===== src/rtl/ets_pkg.sv =====
// Shared definitions for the ETS sweep engine: FSM states, phase-shift
// direction constants and the step-count clamp.
package ets_pkg;

   typedef enum logic [2:0] {
      S_IDLE   = 3'd0,
      S_SHIFT  = 3'd1,
      S_SETTLE = 3'd2,
      S_ACQ    = 3'd3,
      S_WRITE  = 3'd4,
      S_DONE   = 3'd5,
      S_UNWIND = 3'd6
   } ets_state_t;

   localparam logic PS_INC = 1'b1;
   localparam logic PS_DEC = 1'b0;

   // Limit the requested step count so one sweep never overflows a buffer bank.
   function automatic int unsigned clamp_steps(input int unsigned req_steps,
                                               input int unsigned max_steps);
      return (req_steps < max_steps) ? req_steps : max_steps;
   endfunction

endpackage


===== src/rtl/ets_ps_driver.sv =====
// MMCM dynamic phase-shift handshake: one request in flight at a time,
// bounded wait for ps_done, and a running net phase count.
module ets_ps_driver
   import ets_pkg::*;
#(
   parameter int PS_TMO = 1023
) (
   input  logic        sys_clk,
   input  logic        reset,
   input  logic        req,
   input  logic        dir,
   input  logic        ps_done,
   output logic        ps_en,
   output logic        ps_incdec,
   output logic        ack,
   output logic        timeout,
   output logic [31:0] phase_counter
);

   localparam int TMO_W = $clog2(PS_TMO + 1);

   logic             pending_q;
   logic [TMO_W-1:0] tmo_cnt_q;

   // ps_done only counts while a request is outstanding; the cycle after ps_en is count 1.
   assign ack     = pending_q & ps_done;
   assign timeout = pending_q & ~ps_done & (tmo_cnt_q == TMO_W'(PS_TMO));

   // Issue a single-cycle ps_en, then wait for the acknowledge or give up after PS_TMO cycles.
   always_ff @(posedge sys_clk) begin
      if (reset) begin
         ps_en         <= 1'b0;
         ps_incdec     <= 1'b0;
         pending_q     <= 1'b0;
         tmo_cnt_q     <= '0;
         phase_counter <= 32'd0;
      end else begin
         ps_en <= 1'b0;
         if (!pending_q) begin
            if (req) begin
               ps_en     <= 1'b1;
               ps_incdec <= dir;
               pending_q <= 1'b1;
               tmo_cnt_q <= '0;
            end
         end else if (ps_done) begin
            pending_q     <= 1'b0;
            phase_counter <= (ps_incdec == PS_INC) ? phase_counter + 32'd1
                                                   : phase_counter - 32'd1;
         end else if (timeout) begin
            pending_q <= 1'b0;
         end else begin
            tmo_cnt_q <= tmo_cnt_q + TMO_W'(1);
         end
      end
   end

endmodule


===== src/rtl/ets_sweep_engine.sv =====
// Equivalent-time-sampling sweep sequencer: steps the MMCM phase, counts
// comparator hits per channel over avg_cnt triggers, and writes one word per
// channel per step into a ping-pong sample buffer.
module ets_sweep_engine
   import ets_pkg::*;
#(
   parameter int NUM_CH     = 4,
   parameter int CNT_W      = 16,
   parameter int STEP_W     = 10,
   parameter int ADDR_W     = 9,
   parameter int DATA_W     = 32,
   parameter int SETTLE_CYC = 16,
   parameter int PS_TMO     = 1023
) (
   input  logic              sys_clk,
   input  logic              reset,
   input  logic              en,
   input  logic              mode_cont,
   input  logic [CNT_W-1:0]  avg_cnt,
   input  logic [STEP_W-1:0] num_steps,
   input  logic              trigger,
   input  logic [NUM_CH-1:0] cmp_data,
   output logic              ps_en,
   output logic              ps_incdec,
   input  logic              ps_done,
   output logic              wr_en,
   output logic [ADDR_W:0]   wr_addr,
   output logic [DATA_W-1:0] wr_data,
   output logic              wr_buf_id,
   output logic [31:0]       phase_counter,
   output logic              busy,
   output logic              sweep_done,
   output logic              ps_err
);

   localparam int MAX_STEPS = (2 ** ADDR_W) / NUM_CH;
   localparam int CH_W      = (NUM_CH > 1) ? $clog2(NUM_CH) : 1;
   localparam int SET_W     = (SETTLE_CYC > 1) ? $clog2(SETTLE_CYC) : 1;

   ets_state_t        state_q, state_d;
   logic              en_q, trigger_q, mode_q, wr_buf_q, ps_err_q;
   logic [CNT_W-1:0]  avg_q, trig_cnt_q;
   logic [STEP_W-1:0] steps_q, step_q, step_nxt, steps_in;
   logic [SET_W-1:0]  settle_cnt_q;
   logic [CH_W-1:0]   wr_ch_q;
   logic [CNT_W-1:0]  acc_q [NUM_CH];
   logic              ps_req, ps_dir, ps_ack, ps_tmo;
   logic              en_rise, trig_rise, start, restart;
   logic              trig_last, settle_last, wr_last;

   // Hit counters stick at all-ones instead of wrapping.
   function automatic logic [CNT_W-1:0] sat_inc(input logic [CNT_W-1:0] acc, input logic hit);
      if (hit && (acc != {CNT_W{1'b1}}))
         return acc + CNT_W'(1);
      return acc;
   endfunction

   assign steps_in    = STEP_W'(clamp_steps(32'(num_steps), MAX_STEPS));
   assign en_rise     = en & ~en_q;
   assign trig_rise   = trigger & ~trigger_q;
   assign start       = (state_q == S_IDLE) && en_rise && (steps_in != '0);
   assign restart     = (state_q == S_DONE) && mode_q && en;
   assign trig_last   = (trig_cnt_q == avg_q - CNT_W'(1));
   assign settle_last = (settle_cnt_q == SET_W'(SETTLE_CYC - 1));
   assign wr_last     = (wr_ch_q == CH_W'(NUM_CH - 1));
   assign step_nxt    = step_q + STEP_W'(1);

   assign wr_en      = (state_q == S_WRITE);
   assign wr_addr    = {wr_buf_q, ADDR_W'(32'(step_q) * 32'(NUM_CH) + 32'(wr_ch_q))};
   assign wr_data    = DATA_W'(acc_q[wr_ch_q]);
   assign wr_buf_id  = wr_buf_q;
   assign busy       = (state_q != S_IDLE);
   assign sweep_done = (state_q == S_DONE);
   assign ps_err     = ps_err_q;

   ets_ps_driver #(
      .PS_TMO(PS_TMO)
   ) u_ps_driver (
      .sys_clk      (sys_clk),
      .reset        (reset),
      .req          (ps_req),
      .dir          (ps_dir),
      .ps_done      (ps_done),
      .ps_en        (ps_en),
      .ps_incdec    (ps_incdec),
      .ack          (ps_ack),
      .timeout      (ps_tmo),
      .phase_counter(phase_counter)
   );

   // State register.
   always_ff @(posedge sys_clk) begin
      if (reset) state_q <= S_IDLE;
      else       state_q <= state_d;
   end

   // Next-state logic and phase-shift requests; a pending MMCM handshake is always finished.
   always_comb begin
      state_d = state_q;
      ps_req  = 1'b0;
      ps_dir  = PS_INC;
      unique case (state_q)
         S_IDLE:   if (start) state_d = S_ACQ;
         S_SHIFT: begin
            ps_req = 1'b1;
            if (ps_tmo)      state_d = S_IDLE;
            else if (ps_ack) state_d = en ? S_SETTLE : S_UNWIND;
         end
         S_SETTLE: begin
            if (!en)              state_d = S_UNWIND;
            else if (settle_last) state_d = S_ACQ;
         end
         S_ACQ: begin
            if (!en)                         state_d = S_UNWIND;
            else if (trig_rise && trig_last) state_d = S_WRITE;
         end
         S_WRITE: begin
            if (!en)          state_d = S_UNWIND;
            else if (wr_last) state_d = (step_nxt < steps_q) ? S_SHIFT : S_DONE;
         end
         S_DONE:   state_d = restart ? S_SHIFT : S_UNWIND;
         S_UNWIND: begin
            ps_dir = PS_DEC;
            ps_req = (phase_counter != 32'd0);
            if (ps_tmo)                      state_d = S_IDLE;
            else if (phase_counter == 32'd0) state_d = S_IDLE;
         end
         default:  state_d = S_IDLE;
      endcase
   end

   // Sweep bookkeeping: latched settings, step index, settle timer, accumulators, bank and fault flag.
   always_ff @(posedge sys_clk) begin
      if (reset) begin
         en_q         <= 1'b0;
         trigger_q    <= 1'b0;
         mode_q       <= 1'b0;
         wr_buf_q     <= 1'b0;
         ps_err_q     <= 1'b0;
         avg_q        <= CNT_W'(1);
         trig_cnt_q   <= '0;
         steps_q      <= '0;
         step_q       <= '0;
         settle_cnt_q <= '0;
         wr_ch_q      <= '0;
         for (int ch = 0; ch < NUM_CH; ch++) acc_q[ch] <= '0;
      end else begin
         en_q      <= en;
         trigger_q <= trigger;
         if (ps_tmo) ps_err_q <= 1'b1;
         case (state_q)
            S_IDLE: if (start) begin
               avg_q      <= (avg_cnt == '0) ? CNT_W'(1) : avg_cnt;
               steps_q    <= steps_in;
               mode_q     <= mode_cont;
               step_q     <= '0;
               trig_cnt_q <= '0;
               wr_ch_q    <= '0;
               for (int ch = 0; ch < NUM_CH; ch++) acc_q[ch] <= '0;
            end
            S_SHIFT:  settle_cnt_q <= '0;
            S_SETTLE: settle_cnt_q <= settle_cnt_q + SET_W'(1);
            S_ACQ: if (trig_rise) begin
               trig_cnt_q <= trig_cnt_q + CNT_W'(1);
               for (int ch = 0; ch < NUM_CH; ch++) acc_q[ch] <= sat_inc(acc_q[ch], cmp_data[ch]);
            end
            S_WRITE: begin
               if (wr_last) begin
                  wr_ch_q    <= '0;
                  trig_cnt_q <= '0;
                  step_q     <= step_nxt;
                  for (int ch = 0; ch < NUM_CH; ch++) acc_q[ch] <= '0;
               end else begin
                  wr_ch_q <= wr_ch_q + CH_W'(1);
               end
            end
            S_DONE: if (restart) begin
               wr_buf_q <= ~wr_buf_q;
               step_q   <= '0;
            end
            default: ;
         endcase
      end
   end

endmodule


===== config.mk =====
export PLATFORM = sky130hd
export DESIGN_NAME = ets_sweep_engine
export DESIGN_NICKNAME = d
export VERILOG_FILES = /design/src/rtl/ets_pkg.sv /design/src/rtl/ets_ps_driver.sv /design/src/rtl/ets_sweep_engine.sv
export SDC_FILE = /design/constraint.sdc
export NUM_CORES = 1
export LEC_CHECK = 0
export BUFFER_PORTS_ARGS = -buffer_cell sky130_fd_sc_hd__buf_2
export CORE_UTILIZATION = 50
export CTS_BUF_LIST = sky130_fd_sc_hd__clkbuf_8
export DETAILED_ROUTE_END_ITERATION = 8
export PLACE_DENSITY_LB_ADDON = 0.15
export SYNTH_ARGS = -nofsm -noshare
export SYNTH_HDL_FRONTEND = slang
export SYNTH_SLANG_ARGS = --single-unit

===== constraint.sdc =====
create_clock -name sys_clk -period 3.7 [get_ports sys_clk]
set_input_delay 0.185 -clock sys_clk [delete_from_list [all_inputs] [get_ports sys_clk]]
set_output_delay 0.185 -clock sys_clk [all_outputs]
set_load 0.02 [all_outputs]

==> impl_metrics.yaml <==
run_status:
  status: "finished, final reports clean"
finish:
  final_nets: 1532
  syn_to_final_growth_pct: 12.6
  layout-drive-gt1-share_pct: 12.7
  n_antenna_cell: 0
  fin_util_pct: 57.6
timing:
  period_share_pct: 90.8
  worst_slew_margin_rel_pct: 19.1
  finalSetupViolCount: 0
  layout_min_cycle_time_ps: 3360
  hold_viol_final: 0
  clock_skew_ps: 21.9
  tightest_slew_ps: 1200
  tns_ps: 0
  slew_viol_final: 0
  rsz0062_at_grt: "no"
  fmax_ghz: 0.298
routing:
  drc: 0
  vias: 9920
  routed_via_density: 5.72
  wl_microns: 27800
  drt_iter0_markers: 641
  ant_nets: 0
  wl_per_cell_microns: 16.0
  dr.pass1.iters: 5
cts:
  cts_buffers: 17
  ctsRootBufferMaster: "clkbuf_8"
  cts_buffer_depth: 2
  cts_resized: 0
  insertion_delay_ps: 480
  cts_max_level: 4
  cts_tree: "done"
  cts.sinks: 177
  clk_pin_slew_ps: 90
synthesis:
  synth_seq_cells: 177
  ys.warnings.count: 0
  synth_area_leaders: "dfxtp_1 (30%), ha_1 (5.7%), a21oi_1 (5.6%), nor2_1 (5.3%), nand2_1 (5.0%)"
  syn_inst: 1345
  synthFlopType: "dfxtp_1"
  synth_top_area_share_pct: 29.8
  synth_common_cells: "dfxtp_1 (161), nor2_1 (153), nand2_1 (145), a21oi_1 (121), o21ai_0 (84)"
  ys_async_sr_fraction_pct: 0
  yosysMostFrequentCell: "dfxtp_1"
  synth_edf_count: 16
  syn_area_sq_mm: 0.0108
  seq_area_frac_synth_pct: 34.3
  synth_area_per_cell_sq_um: 8.03
  yosys.area.top_type: "dfxtp_1"
  ys_types: 74
die:
  die_h_microns: 149
  dieArea_sq_mm: 0.0222
  die_w_microns: 149
  ios: 117
  start_util_pct: 51.2
  fp-row-count: 53
  core_sq_mm: 0.0211
global_route:
  grt_pass1_wl_microns: 45200
  grt_remaining_overflow: 0
  grt_antenna_before_repair: 0
  first_global_vias: 9036
  grt_max_degree: 90
  track_usage_pct: 25.4
setup_path:
  critPathArrivalTime_ps: 3720
  critPathRequiredTime_ps: 4050
  worst_setup_path_end_kind: "flip-flop"
  start_kind: "flip-flop"
  critPathMaxFanout: 20
  path_class: "flip-flop to flip-flop"
pwr:
  peakVddDrop_mv: 0.461
  power_leakage_nw: 4.87
  power.density_mw_per_mm2: 621
place:
  io_buffers: 100
  place_hpwl_microns: 19600
  routabilityCongestion: 0.910
min_path:
  hold_class: "input port to flip-flop"
job:
  max_cap_violations: 0
logic make-up (layout without fill, tap and decap cells):
group | after synthesis | count (layout) | share of synthesized area [%]
AOI/OAI and AO/OA | 309 | 309 | 17.1
other | 1 | 16 | 0.0347
DFF | 177 | 177 | 34.3
xor gates and xnor gates | 96 | 96 | 7.79
buffers and inverters | 118 | 217 | 5.05
muxes | 22 | 22 | 3.93
and+or+nand+nor | 571 | 571 | 25.9
adders and majority gates | 51 | 51 | 5.96
layout by cell type (no fill, tap or decap), drive strengths merged, types with 11 or more instances in the layout:
cell type,netlist,routed
nand2,145,145
nand3,69,69
mux4,16,16
nand4,27,27
nor4,22,22
ha,49,49
xnor2,37,37
edfxtp,16,16
and3,19,19
nand3b,11,11
nor3,29,29
inv,35,41
buf,35,123
or3,34,34
a31oi,14,14
conb,1,16
xor2,59,59
clkbuf,46,19
dlygate4sd3,0,25
a21oi,121,121
o211ai,12,12
o21ai,84,84
dfxtp,161,161
nor2,154,154
a21o,21,21
nor2b,13,13
state kept, by name (all words and copies together), names as in the netlist, named ones only:
| name | cells |
|---|---|
| trigger_q | 1 |
| wr_buf_id | 1 |
| u_ps_driver.phase_counter | 32 |
| step_q | 10 |
| state_q | 3 |
| mode_q | 1 |
| u_ps_driver.tmo_cnt_q | 10 |
| avg_q | 16 |
| acc_q | 64 |
| ps_err | 1 |
| u_ps_driver.ps_en | 1 |
| steps_q | 10 |
| en_q | 1 |
| u_ps_driver.pending_q | 1 |
| settle_cnt_q | 4 |
| u_ps_driver.ps_incdec | 1 |
| wr_ch_q | 2 |
| trig_cnt_q | 16 |
per-stage QoR:
stage	area [sq um]	hold slack, ps	power [W]	setup WS [ps]	std cells
after detailed placement	11500	439	0.00605	367	1677
after global placement	11500	437	0.00603	476	1677
after CTS	12200	59.5	0.00753	360	1734
after floorplan	10900	313	0.00516	368	1360
final	12200	101	0.00754	339	1734
after global routing	12200	98.3	0.00812	51.9	1734
metal layers:
metal	up-vias	share of wire [%]	global-route usage, %
met2	239	47	41.9
met1	4647	46	33.3
met3	37	4.5	4.92
li1	4997	-	-
met4	0	2.0	8.16
met5	-	0	0
final timing paths:
kind	from	endpoint	slack, ps	cells after the start
worst max-delay path	u_ps_driver.ps_incdec$_SDFFE_PP0P_	u_ps_driver.phase_counter[31]$_SDFFE_PP0P_	340	10
worst min-delay path	en	en_q$_SDFF_PP0_	100	3
worst max register to register	u_ps_driver.ps_incdec$_SDFFE_PP0P_	u_ps_driver.phase_counter[31]$_SDFFE_PP0P_	340	10
worst min register to register	steps_q[9]$_SDFFE_PP0P_	steps_q[9]$_SDFFE_PP0P_	460	2
power by group:
part	total (W)	internal, W	switching, W
Combinational	0.00370	0.00150	0.00220
Clock	0.00145	0.000706	0.000747
Sequential	0.00239	0.00212	0.000270
critical path: stages (launching register included):
cell	delay, ps
dfxtp_1	420
inv_1	380
ha_1	580
and3_1	280
nor2b_1	310
a21oi_1	110
a31oi_1	220
o31ai_1	150
buf_4	160
o31ai_1	280
mux2_2	360
final cells by class:
type | instances | area, sq um
Timing Repair Buffer | 148 | 926
Fill cell | 1978 | 8930
Inverter | 37 | 139
Multi-Input combinational cell | 1065 | 6620
Clock buffer | 19 | 262
Sequential cell | 177 | 3700
Tap cell | 275 | 344
Clock inverter | 13 | 159
timing repair:
| item | in CTS | in global routing |
|---|---|---|
| setup endpoints to repair | 0 | 0 |
| hold buffers | 25 | 0 |
| setup buffers | 0 | 0 |
| endpoints found under the hold margin | 25 | 0 |
No activity file was read; power rests on OpenSTA's default activity.
